--- config.mk ---
export PLATFORM = sky130hd
export DESIGN_NAME = dff_bank_arbiter
export DESIGN_NICKNAME = d
export VERILOG_FILES = /design/src/rtl/dff_arb_pkg.sv /design/src/rtl/dff_reg_bank.sv /design/src/rtl/dff_bank_arbiter.sv
export SDC_FILE = /design/constraint.sdc
export NUM_CORES = 1
export LEC_CHECK = 0
export ABC_AREA = 1
export BUFFER_PORTS_ARGS = -buffer_cell sky130_fd_sc_hd__clkbuf_2
export CORE_AREA = 2 2 70 99
export CTS_CLUSTER_SIZE = 25
export DETAILED_ROUTE_END_ITERATION = 6
export DIE_AREA = 0 0 72 101
export PLACE_DENSITY = 0.75
export SLEW_MARGIN = 20
export SYNTH_ARGS = -nofsm -noshare
export SYNTH_HDL_FRONTEND = slang
export SYNTH_SLANG_ARGS = --single-unit
--- constraint.sdc ---
create_clock -name clk -period 2.3 [get_ports clk]
set_input_delay 0.575 -clock clk [delete_from_list [all_inputs] [get_ports clk]]
set_output_delay 0.575 -clock clk [all_outputs]
set_load 0.02 [all_outputs]
--- src/rtl/dff_arb_pkg.sv ---
// Shared types and helpers for the dff_bank_arbiter block.
// Helpers work on 8-bit request vectors (NREQ <= 8); callers zero-extend.
package dff_arb_pkg;

    typedef enum logic {
        IDLE  = 1'b0,
        GRANT = 1'b1
    } arb_state_e;

    localparam int MAX_REQ = 8;

    // Round-robin winner: first set bit of req searching ptr, ptr+1, ... mod n.
    // Returns a one-hot vector, or zero when no request is set.
    function automatic logic [MAX_REQ-1:0] next_rr(input logic [MAX_REQ-1:0] req,
                                                   input logic [2:0]         ptr,
                                                   input int                 n);
        logic [MAX_REQ-1:0] win;
        int                 idx;
        win = '0;
        for (int k = 0; k < MAX_REQ; k++) begin
            idx = (int'(ptr) + k) % n;
            if (k < n && win == '0 && req[idx])
                win[idx] = 1'b1;
        end
        return win;
    endfunction

    // Index of the set bit in a one-hot vector (0 when zero).
    function automatic logic [2:0] onehot_to_idx(input logic [MAX_REQ-1:0] oh);
        logic [2:0] idx;
        idx = '0;
        for (int k = 0; k < MAX_REQ; k++)
            if (oh[k])
                idx = 3'(k);
        return idx;
    endfunction

endpackage

--- src/rtl/dff_reg_bank.sv ---
// DEPTH x WIDTH register bank: one write port, combinational read mux,
// whole contents exposed as a flat bus.
module dff_reg_bank #(
    parameter int WIDTH = 8,
    parameter int DEPTH = 4,
    parameter int AW    = $clog2(DEPTH)
) (
    input  logic                   clk,
    input  logic                   rst_n,
    input  logic                   wr_en,
    input  logic [AW-1:0]          addr,
    input  logic [WIDTH-1:0]       wdata,
    output logic [WIDTH-1:0]       rdata,
    output logic [DEPTH*WIDTH-1:0] q
);

    logic [DEPTH-1:0][WIDTH-1:0] mem;

    // Storage flops, cleared asynchronously, written one entry at a time.
    always_ff @(posedge clk or negedge rst_n) begin
        if (!rst_n)
            mem <= '0;
        else if (wr_en)
            mem[addr] <= wdata;
    end

    assign rdata = mem[addr];
    // Packed layout already places entry k at [k*WIDTH +: WIDTH].
    assign q     = mem;

endmodule

--- src/rtl/dff_bank_arbiter.sv ---
// Round-robin access controller in front of a small register bank.
// Optional burst lock is enabled by defining DFF_ARB_LOCK_EN.
module dff_bank_arbiter
    import dff_arb_pkg::*;
#(
    parameter int NREQ     = 4,
    parameter int WIDTH    = 8,
    parameter int DEPTH    = 4,
`ifdef DFF_ARB_LOCK_EN
    parameter int LOCK_MAX = 4,
`endif
    parameter int AW       = $clog2(DEPTH)
) (
    input  logic                      clk,
    input  logic                      rst_n,
    input  logic [NREQ-1:0]           req,
    input  logic [NREQ-1:0]           we,
    input  logic [NREQ*AW-1:0]        addr,
    input  logic [NREQ*WIDTH-1:0]     wdata,
`ifdef DFF_ARB_LOCK_EN
    input  logic [NREQ-1:0]           lock,
`endif
    output logic [NREQ-1:0]           gnt,
    output logic                      rvalid,
    output logic [WIDTH-1:0]          rdata,
    output logic [$clog2(NREQ)-1:0]   rid,
    output logic [DEPTH*WIDTH-1:0]    q
);

    localparam int PW = $clog2(NREQ);

    arb_state_e       state, state_next;
    logic [PW-1:0]    ptr, ptr_next;
    logic [NREQ-1:0]  gnt_next;
    logic [PW-1:0]    g_idx;
    logic [MAX_REQ-1:0] req8, win8;
    logic             wr_en, rd_en;
    logic [AW-1:0]    cur_addr;
    logic [WIDTH-1:0] cur_wdata, bank_rdata;
    logic             stay;

    // Owner of the current grant and its request fields.
    always_comb begin
        req8      = '0;
        req8[NREQ-1:0] = req;
        win8      = next_rr(req8, 3'(ptr), NREQ);
        g_idx     = PW'(onehot_to_idx(8'(gnt)));
        cur_addr  = addr[int'(g_idx)*AW +: AW];
        cur_wdata = wdata[int'(g_idx)*WIDTH +: WIDTH];
    end

`ifdef DFF_ARB_LOCK_EN
    localparam int LCW = $clog2(LOCK_MAX + 1);
    logic [LCW-1:0] lock_cnt;

    // Keep the grant while the owner locks and the burst limit is not reached.
    assign stay = lock[g_idx] && req[g_idx] && (int'(lock_cnt) + 1 < LOCK_MAX);

    // Consecutive-grant counter; cleared on every exit from GRANT.
    always_ff @(posedge clk or negedge rst_n) begin
        if (!rst_n)
            lock_cnt <= '0;
        else if (state == GRANT && stay)
            lock_cnt <= lock_cnt + 1'b1;
        else
            lock_cnt <= '0;
    end
`else
    assign stay = 1'b0;
`endif

    // Next-state, grant and access strobes.
    always_comb begin
        state_next = state;
        gnt_next   = gnt;
        ptr_next   = ptr;
        wr_en      = 1'b0;
        rd_en      = 1'b0;
        case (state)
            IDLE: begin
                if (|req) begin
                    gnt_next   = win8[NREQ-1:0];
                    state_next = GRANT;
                end
            end
            GRANT: begin
                wr_en = we[g_idx];
                rd_en = !we[g_idx];
                if (!stay) begin
                    gnt_next   = '0;
                    state_next = IDLE;
                    ptr_next   = (g_idx == PW'(NREQ - 1)) ? '0 : g_idx + 1'b1;
                end
            end
            default: begin
                gnt_next   = '0;
                state_next = IDLE;
            end
        endcase
    end

    // FSM, grant and round-robin pointer registers.
    always_ff @(posedge clk or negedge rst_n) begin
        if (!rst_n) begin
            state <= IDLE;
            gnt   <= '0;
            ptr   <= '0;
        end else begin
            state <= state_next;
            gnt   <= gnt_next;
            ptr   <= ptr_next;
        end
    end

    // Read capture: one-cycle rvalid, rdata/rid hold until the next read.
    always_ff @(posedge clk or negedge rst_n) begin
        if (!rst_n) begin
            rvalid <= 1'b0;
            rdata  <= '0;
            rid    <= '0;
        end else begin
            rvalid <= rd_en;
            if (rd_en) begin
                rdata <= bank_rdata;
                rid   <= g_idx;
            end
        end
    end

    dff_reg_bank #(.WIDTH(WIDTH), .DEPTH(DEPTH), .AW(AW)) u_bank (
        .clk   (clk),
        .rst_n (rst_n),
        .wr_en (wr_en),
        .addr  (cur_addr),
        .wdata (cur_wdata),
        .rdata (bank_rdata),
        .q     (q)
    );

endmodule

==> results of run 1 <==
synth_stat cells, drive strengths merged:
cell / instances / area [um^2]
inv: 30 / 112.6
nand2: 68 / 270.3
nand3: 23 / 115.1
ha: 8 / 100.1
clkbuf: 3 / 11.26
o31ai: 1 / 12.51
a31oi: 8 / 50.05
buf: 5 / 43.79
nor3: 12 / 98.85
or2: 1 / 6.260
o22ai: 9 / 56.30
a211oi: 8 / 60.06
nand4: 1 / 6.260
o21bai: 1 / 7.510
a21oi: 4 / 31.28
mux2: 29 / 330.3
o21ai: 13 / 65.06
dfrtp: 50 / 1251
a22oi: 8 / 60.06
o211ai: 2 / 15.01
nor2: 35 / 151.4
a32o: 1 / 10.01
nor4: 1 / 6.260
timing repair:
action                                  CTS  global route
endpoints found under the setup margin    3            20
hold buffers                              0             0
resized for setup                         1            21
cloned                                    0             0
setup buffers                             0             2
pin swaps                                 0             6
metrics by stage:
step	hold WS [ns]	cell area, um^2	setup TNS [ns]
2_1_floorplan	0.2794	2872	0
3_3_place_gp	0.4898	3557	0
5_1_grt	0.4206	3740	-0.1340
3_5_place_dp	0.4874	3557	0
6_report	0.3608	3740	0
4_1_cts	0.3890	3643	0
layout make-up:
type | count | area (um^2) | area share
clock buffers | 5 | 68.82 | 0.01840
clock inverters | 2 | 15.01 | 0.004015
inverters | 30 | 115.1 | 0.03078
multi-input cells | 233 | 1534 | 0.4102
flip-flops and latches | 50 | 1251 | 0.3346
well taps | 74 | 92.59 | 0.02476
repair buffers | 117 | 663.1 | 0.1773
power breakdown:
group / switching, mW / internal [mW] / total, mW
registers: 0.326 / 1.32 / 1.64
clock network: 0.284 / 0.208 / 0.492
logic: 2.50 / 1.54 / 4.04
total: 3.11 / 3.06 / 6.17
layout by cell type, fill, tap and decap left out, types with 2 or more instances in the layout:
master      count
o22ai_1         9
nand3_2         3
nand3_1        20
inv_2          10
clkbuf_8        5
clkinvlp_4      2
nand2_2         9
inv_1          19
ha_1            6
a211oi_1        8
a31oi_1         8
nand2_1        58
buf_12          2
a21oi_1         3
nor3_1          8
clkbuf_2       96
nor2_1         26
nor2_2          4
nor3_4          3
nor2_4          5
mux2_1          3
dfrtp_1        50
a22oi_1         8
buf_4          19
o211ai_1        2
mux2_2         25
o21ai_0        13
logic make-up after synthesis:
logic type                 after synthesis
muxes                                   29
DFF                                     50
adders and majority gates                8
and+or+nand+nor                        141
AOI/OAI and AO/OA                       55
buffers and inverters                   38
critical path: cells and delay by family, from the launching register on:
kind	cells	cell delay (ns)
AND/OR/NAND/NOR	10	1.04
flip-flops	1	0.39
AO/OA/AOI/OAI	1	0.31
adder cells (fa/ha/maj)	1	0.23
buffers and inverters	1	0.16
state kept, by name, indices dropped and copies added (netlist names):
signal and cells:
rvalid 1, rid 2, rdata 8, u_bank.q 32, ptr 2, state 1
gnt 4
metal layers:
metal	share of wire	track usage	up-vias	routed length (um)
met2	0.55	0.4217	106	4437
met5	0	0	-	0
met1	0.36	0.2449	1308	2908
met3	0.064	0.04800	17	520
li1	-	-	1335	-
met4	0.026	0.09289	0	206
how the worst min path moves through the flow:
| stage | slack, ns | depth (start not counted) | from | endpoint |
|---|---|---|---|---|
| after CTS | 0.39 | 2 | rst_n | u_bank.q[1] |
| final | 0.36 | 2 | rst_n | rdata[5] |
| after floorplan | 0.28 | 0 | rst_n | gnt[0] |
| after global routing | 0.42 | 2 | rst_n | u_bank.q[9] |
| after global placement | 0.49 | 2 | gnt[0] | gnt[0] |
| after detailed placement | 0.49 | 2 | gnt[0] | gnt[0] |
==> results_dict.tcl, run 1 <==
set metrics [dict create \
    cts-htree-levels 2 \
    worstSetupEndpointType "flop" \
    skew_ns 0.004743 \
    first_pass_iters 4 \
    vias 2766 \
    synth_top_family_by_area "simple AND/OR/NAND/NOR gates" \
    worst_pin_slew_ns 0.6166 \
    syn_inst 321 \
    synth_mux_area_frac 0.1150 \
    fillerInstances 577 \
    wl_per_cell_um 15.80 \
    rr_endpoint "gnt[3]" \
    peakVddDrop_uv 785.1 \
    pre_cts_ws_ns 0.008908 \
    rr_worst_depth 13 \
    p_total_mw 6.173 \
    power.density_nw_per_um2 1651 \
    grt_overflow 0 \
    grt_max_degree 51 \
    timing.final.ws_setup_ns 0.1150 \
    yosys.area_share.adder 0.03486 \
    wl_um 8072 \
    root_buffer "clkbuf_8" \
    rows 35 \
    drv_cap 0 \
    synth_seq_cells 50 \
    antenna_found_initial 0 \
    slew_headroom 0.5864 \
    critical_path_class "reg2reg" \
    timing.hold.worst.class "in2async" \
    diodes 0 \
    die_x_um 72 \
    critPathLaunchType "flop" \
    synth_area_um2 2872 \
    worstSetupEndpoint "gnt[3]" \
    dieArea_um2 7272 \
    drcViolationCount 0 \
    synth_area_per_cell_um2 8.945 \
    initial_core_util 0.4461 \
    timing.final.crit_period_ns 2.185 \
    clkSinkCount 50 \
    gr-usage-all-layers 0.2268 \
    globalplace.congestion 0.9205 \
    leakage_nw 1.852 \
    crit_fanout 6 \
    yosysWarnings 0 \
    cpMostUsedCell "nand3_1" \
    grt_pass1_wl_um 12650 \
    placed_cells 502 \
    final_nets 495 \
    path_cells "buf_4, ha_1, o31ai_4, nand3_1, nand2_2, nor2_1, nand3_1, nand3_1, nor2_4, nand2_2, nand2_1, nand3_1, nand2_1" \
    layout.cells.non_filler 511 \
    synth_cell_types 34 \
    grt_pass1_vias 2654 \
    fp.dieH_um 101 \
    path_clk_slew_ns 0.09 \
    fin_util 0.5810 \
    cts_buffer_depth 2 \
    cp.required_ns 2.55 \
    max_stage_delay_ns 0.39 \
    worst-endpoint-arrival_ns 2.43 \
    r2r_start "ptr[1]" \
    worstSkewPairLatency_ns 0.30 \
    synth_compound_area_frac 0.1281 \
    outcome "finished, final reports clean" \
    final_max_slew_viol_count 0 \
    io_pins 97 \
    area_growth_pct 30.24 \
    cts_buffers 5 \
    drive_gt1_frac 0.4394 \
    yosys.area_share.simple 0.2279 \
    ant_nets 0 \
    ys_seq_area_frac 0.4357 \
    core_um2 6437 \
    viasPerCell 5.413 \
    tritoncts "yes" \
    crit_start "ptr[1]" \
    synth-xor-area-share 0 \
    hold_viol 0 \
    post-route-period-util 0.9500 \
    first_iter_violations 114 \
    synth_nets 379 \
    cpMaxStageDelayCell "dfrtp_1" \
    max_freq_mhz 457.7 \
    setup_viol 0 \
    dpl.hpwl_um 6323 \
    r2r_slack_ns 0.12 \
    portBuffers 96 \
]
Power figures use the tool's default switching activity.
==> run 2, diff against run 1 <==
Settings changed: ABC_AREA 1 to default, CORE_AREA 2 2 70 99 to 2 2 72 101, DIE_AREA 0 0 72 101 to 0 0 74 103, PLACE_DENSITY 0.75 to 0.74.
==> results_dict.tcl, run 2 <==
set metrics [dict create \
    final_max_slew_viol_count 0 \
    fin_hold_ws_ns 0.3674 \
    grt_pass1_vias 2482 \
    synth_nets 316 \
    hold_viol 0 \
    core_um2 6802 \
    drive_gt1_frac 0.5187 \
    first_iter_violations 133 \
    final_nets 431 \
    rsz0062_at_grt "true" \
    cts_buffers 5 \
    worstSkewPairLatency_ns 0.29 \
    io_pins 97 \
    synth_edf_count 0 \
    timing.final.ws_setup_ns -0.05807 \
    timing.final.crit_period_ns 2.358 \
    placed_cells 459 \
    worstSetupEndpointType "flop" \
    first_pass_iters 6 \
    gr-usage-all-layers 0.1915 \
    final_cell_mix "clkbuf_2 (96), dfrtp_1 (48), mux2_2 (40)" \
    skew_ns 0.007178 \
    setup-tns-final_ns -0.09090 \
    setup_viol 2 \
    outcome "finished, violations left" \
    grt_max_degree 51 \
    synthTopCellsByCount "dfrtp_1 (50), mux2_2 (40), mux2i_1 (37), nand2_1 (16), nor2_1 (15)" \
    fin_util 0.5791 \
    layout.cells.non_filler 469 \
    vias 2477 \
    critical_path_class "reg2reg" \
    clkSinkCount 50 \
    synth_most_common_cell "dfrtp_1" \
    wl_per_cell_um 15.70 \
    hold_buffers 0 \
    tritoncts "yes" \
    initial_core_util 0.4395 \
    rows 36 \
    die_x_um 74 \
    dieArea_um2 7622 \
    ys_seq_area_frac 0.4186 \
    netlist_top_cells_area "dfrtp_1 (42%), mux2_2 (15%), mux2i_1 (12%), ha_1 (3.3%), mux4_1 (2.6%)" \
    dpl.hpwl_um 5644 \
    path_clk_slew_ns 0.09 \
    grt_overflow 0 \
    p_total_mw 5.748 \
    synth_area_um2 2989 \
    drcViolationCount 0 \
    max_freq_mhz 424.1 \
    yosysTopAreaCellShare 0.4186 \
    slew_headroom 0.5889 \
    violations "negative setup slack" \
    diodes 0 \
    synth-async-reset-ratio 1.000 \
    root_buffer "clkbuf_8" \
    grt_pass1_wl_um 11330 \
    yosys.area.top_type "dfrtp_1" \
    synth_area_per_cell_um2 11.59 \
    leakage_nw 1.902 \
    final_common_cell "clkbuf_2" \
    wl_um 7363 \
    cts-htree-levels 2 \
    synth_seq_cells 50 \
    syn_inst 258 \
    globalplace.congestion 1.026 \
    area_growth_pct 31.77 \
    worst_pin_slew_ns 0.6166 \
    crit_fanout 6 \
    viasPerCell 5.281 \
    portBuffers 96 \
    cts_buffer_depth 2 \
    peakVddDrop_uv 707.4 \
    dpl_cell_area_um2 3760 \
    synth_cell_types 44 \
    fillerInstances 575 \
    yosysWarnings 0 \
    post-route-period-util 1.025 \
    timing.hold.worst.class "in2async" \
    pre_cts_ws_ns -0.09346 \
    fp.dieH_um 103 \
    synthFlopType "dfrtp_1" \
    largest_register_ffs 32 \
    worst-endpoint-arrival_ns 2.56 \
    critPathLaunchType "flop" \
    cp.required_ns 2.50 \
    final_area_um2 3939 \
    drv_cap 0 \
    antenna_found_initial 0 \
    ant_nets 0 \
    power.density_nw_per_um2 1459 \
]
[run 2: cell count changes in the layout (fill, tap and decap cells not counted), moves of 7 or more]
cell / delta
a211oi_1: -7
a21oi_1: +10
a22oi_1: -7
a31oi_1: -7
inv_1: -13
inv_2: -10
mux2_2: +15
mux2i_1: +35
nand2_1: -42
nand2_2: -9
nand3_1: -20
nor2_1: -11
nor3_1: -8
o22ai_1: -9
[run 2: cells by family (layout without fill, tap and decap cells)]
family	Yosys count	in the layout	share of synthesized area
adder cells (fa/ha/maj)	8	8	0.03349
AND/OR/NAND/NOR	48	48	0.08037
multiplexers	81	81	0.3085
flip-flops	50	50	0.4186
buffers and inverters	23	139	0.04227
AO/OA/AOI/OAI	48	48	0.1168
[run 2: critical path, stage by stage (launching register included)]
cell and delay [ns]:
dfrtp_2 0.43, inv_4 0.06, ha_4 0.27, mux4_2 0.55, a21boi_4 0.19, a22o_1 0.23, a31oi_4 0.20, nand3_2 0.10
o31ai_1 0.23
[run 2: timing repair]
item                                   CTS  global route
cloned                                   0             0
setup endpoints to repair                4             4
endpoints found under the hold margin    0             0
setup buffers                            0             2
resized for setup                        6             5
pin swaps                                6             4
[run 2: final cells by class]
| cell class | instances | area (um^2) | area share |
|---|---|---|---|
| well taps | 95 | 118.9 | 0.03018 |
| clock inverters | 1 | 8.758 | 0.002224 |
| clock buffers | 7 | 96.34 | 0.02446 |
| repair buffers | 123 | 740.7 | 0.1881 |
| flip-flops and latches | 50 | 1254 | 0.3183 |
| inverters | 8 | 35.03 | 0.008895 |
| multi-input cells | 185 | 1685 | 0.4279 |
[run 2: worst paths after layout]
check,from,to,slack [ns],depth (start not counted)
setup / recovery,ptr[0],gnt[3],-0.06,8
hold / removal,rst_n,u_bank.q[1],0.37,2
setup reg to reg,ptr[0],gnt[3],-0.06,8
hold reg to reg,rdata[7],rdata[7],0.51,1
max in group asynchronous,rst_n,ptr[0],1.47,2
min in group clk,rdata[7],rdata[7],0.51,1
[run 2: per-layer routing]
layer | part of all wire | wire [um] | GRT usage
met5 | 0 | 0 | 0
met4 | 0.019 | 137 | 0.05734
met3 | 0.048 | 353 | 0.03715
met2 | 0.55 | 4066 | 0.3757
met1 | 0.38 | 2805 | 0.1996
[run 2: where the power goes]
group | switching [mW] | total [mW] | internal, mW
registers | 0.344 | 1.64 | 1.30
logic | 1.89 | 3.55 | 1.65
clock network | 0.279 | 0.555 | 0.276
==> run 3, diff against run 2 <==
Settings changed: SETUP_SLACK_MARGIN from default to 0.4.
==> results_dict.tcl, run 3 (synthesis results as in run 2) <==
set metrics [dict create \
    initial_core_util 0.4395 \
    drive_gt1_frac 0.5381 \
    diodes 0 \
    grt_max_degree 23 \
    seq_area_um2 1254 \
    placed_cells 464 \
    die_x_um 74 \
    cp.required_ns 2.52 \
    critPathLaunchType "flop" \
    grt_pass1_wl_um 12130 \
    final_area_um2 4016 \
    gr-usage-all-layers 0.2108 \
    outcome "finished, violations left" \
    vias 2522 \
    grt_busiest_layer "met2" \
    worst-endpoint-arrival_ns 2.61 \
    layout.cells.non_filler 476 \
    worst_pin_slew_ns 0.5791 \
    portBuffers 96 \
    core_um2 6802 \
    setup_viol 4 \
    final_nets 438 \
    timing.final.ws_setup_ns -0.08975 \
    max_freq_mhz 418.5 \
    final_cell_mix "clkbuf_2 (96), dfrtp_1 (48), mux2_2 (40)" \
    met3_usage 0.03226 \
    violations "negative setup slack" \
    largest_register_ffs 32 \
    hold_viol 0 \
    antenna_found_initial 0 \
    drcViolationCount 0 \
    timing.hold.worst.class "in2async" \
    dieArea_um2 7622 \
    tritoncts "yes" \
    ant_nets 0 \
    final_max_slew_viol_count 0 \
    multiInputGateArea_um2 1710 \
    worstSetupEndpointType "flop" \
    slew_headroom 0.6098 \
    area_growth_pct 34.37 \
    cts_buffer_depth 2 \
    rows 36 \
    globalplace.congestion 0.9722 \
    post-route-period-util 1.039 \
    dpl.hpwl_um 6027 \
    clkSinkCount 50 \
    path_clk_slew_ns 0.10 \
    cts-htree-levels 2 \
    fp.dieH_um 103 \
    root_buffer "clkbuf_8" \
    viasPerCell 5.298 \
    grt_pass1_vias 2501 \
    rsz0062_at_grt "true" \
    cts_buffers 5 \
    skew_ns 0.004106 \
    dpl_cell_area_um2 3797 \
    crit_fanout 5 \
    wl_per_cell_um 16.37 \
    grt_overflow 0 \
    io_pins 97 \
    hold_buffers 0 \
    setup-tns-final_ns -0.2463 \
    power.density_nw_per_um2 1496 \
    fin_util 0.5905 \
    first_pass_iters 6 \
    final_common_cell "clkbuf_2" \
    leakage_nw 1.934 \
    drv_cap 0 \
    grt_util_met2 0.4038 \
    first_iter_violations 109 \
    grt_use_met1 0.2295 \
    timing.final.crit_period_ns 2.390 \
    critical_path_class "reg2reg" \
    peakVddDrop_uv 666.7 \
    fillerInstances 565 \
    worstSkewPairLatency_ns 0.30 \
    wl_um 7794 \
]
-- run 3: stage by stage --
stage          hold slack (ns)  total power, mW  worst slack (ns)
6_report                0.1790            6.010          -0.08975
5_1_grt                 0.2012            6.400           -0.1488
4_1_cts                 0.1957            5.967          -0.06557
3_5_place_dp            0.4945            5.154          -0.08341
3_3_place_gp            0.4904            5.028          -0.01032
2_1_floorplan           0.2794            3.932          -0.02415
-- run 3: power by group --
part | leakage [nW] | switching [mW] | total, mW | internal, mW
registers | 0.612 | 0.366 | 1.67 | 1.30
clock network | 0.0563 | 0.311 | 0.643 | 0.332
logic | 1.27 | 1.97 | 3.70 | 1.73
-- run 3: timing repair --
action / CTS / global route
resized for setup: 12 / 3
endpoints found under the setup margin: 44 / 44
buffers inserted: 4 / 0
pin swaps: 14 / 2
-- run 3: layout make-up --
type | instances | share of cell area
multi-input combinational | 185 | 0.4259
sequential | 50 | 0.3121
timing repair buffer | 130 | 0.1944
tap | 95 | 0.02960
clock buffer | 5 | 0.01713
clock inverter | 3 | 0.01215
inverter | 8 | 0.008723
-- run 3: per-layer routing --
metal,share of wire,vias up
met3,0.040,14
met5,0,-
met4,0.021,0
met2,0.55,77
met1,0.39,1235
li1,-,1196
-- run 3: critical path, cell delays in order (launching register included) --
cell and delay [ns]:
dfrtp_2 0.44, inv_4 0.06, ha_4 0.27, mux4_2 0.56
a311oi_4 0.41, nand4_1 0.16, a311o_1 0.34, o31ai_1 0.06
-- run 3: final timing paths --
check | startpoint | end | slack [ns] | cells after the start
min in group clk | rdata[3] | rdata[3] | 0.51 | 1
max reg2reg | ptr[0] | gnt[3] | -0.09 | 7
max | ptr[0] | gnt[3] | -0.09 | 7
min | rst_n | rdata[4] | 0.18 | 1
min reg2reg | rdata[3] | rdata[3] | 0.51 | 1
max in group asynchronous | rst_n | u_bank.q[0] | 1.48 | 2
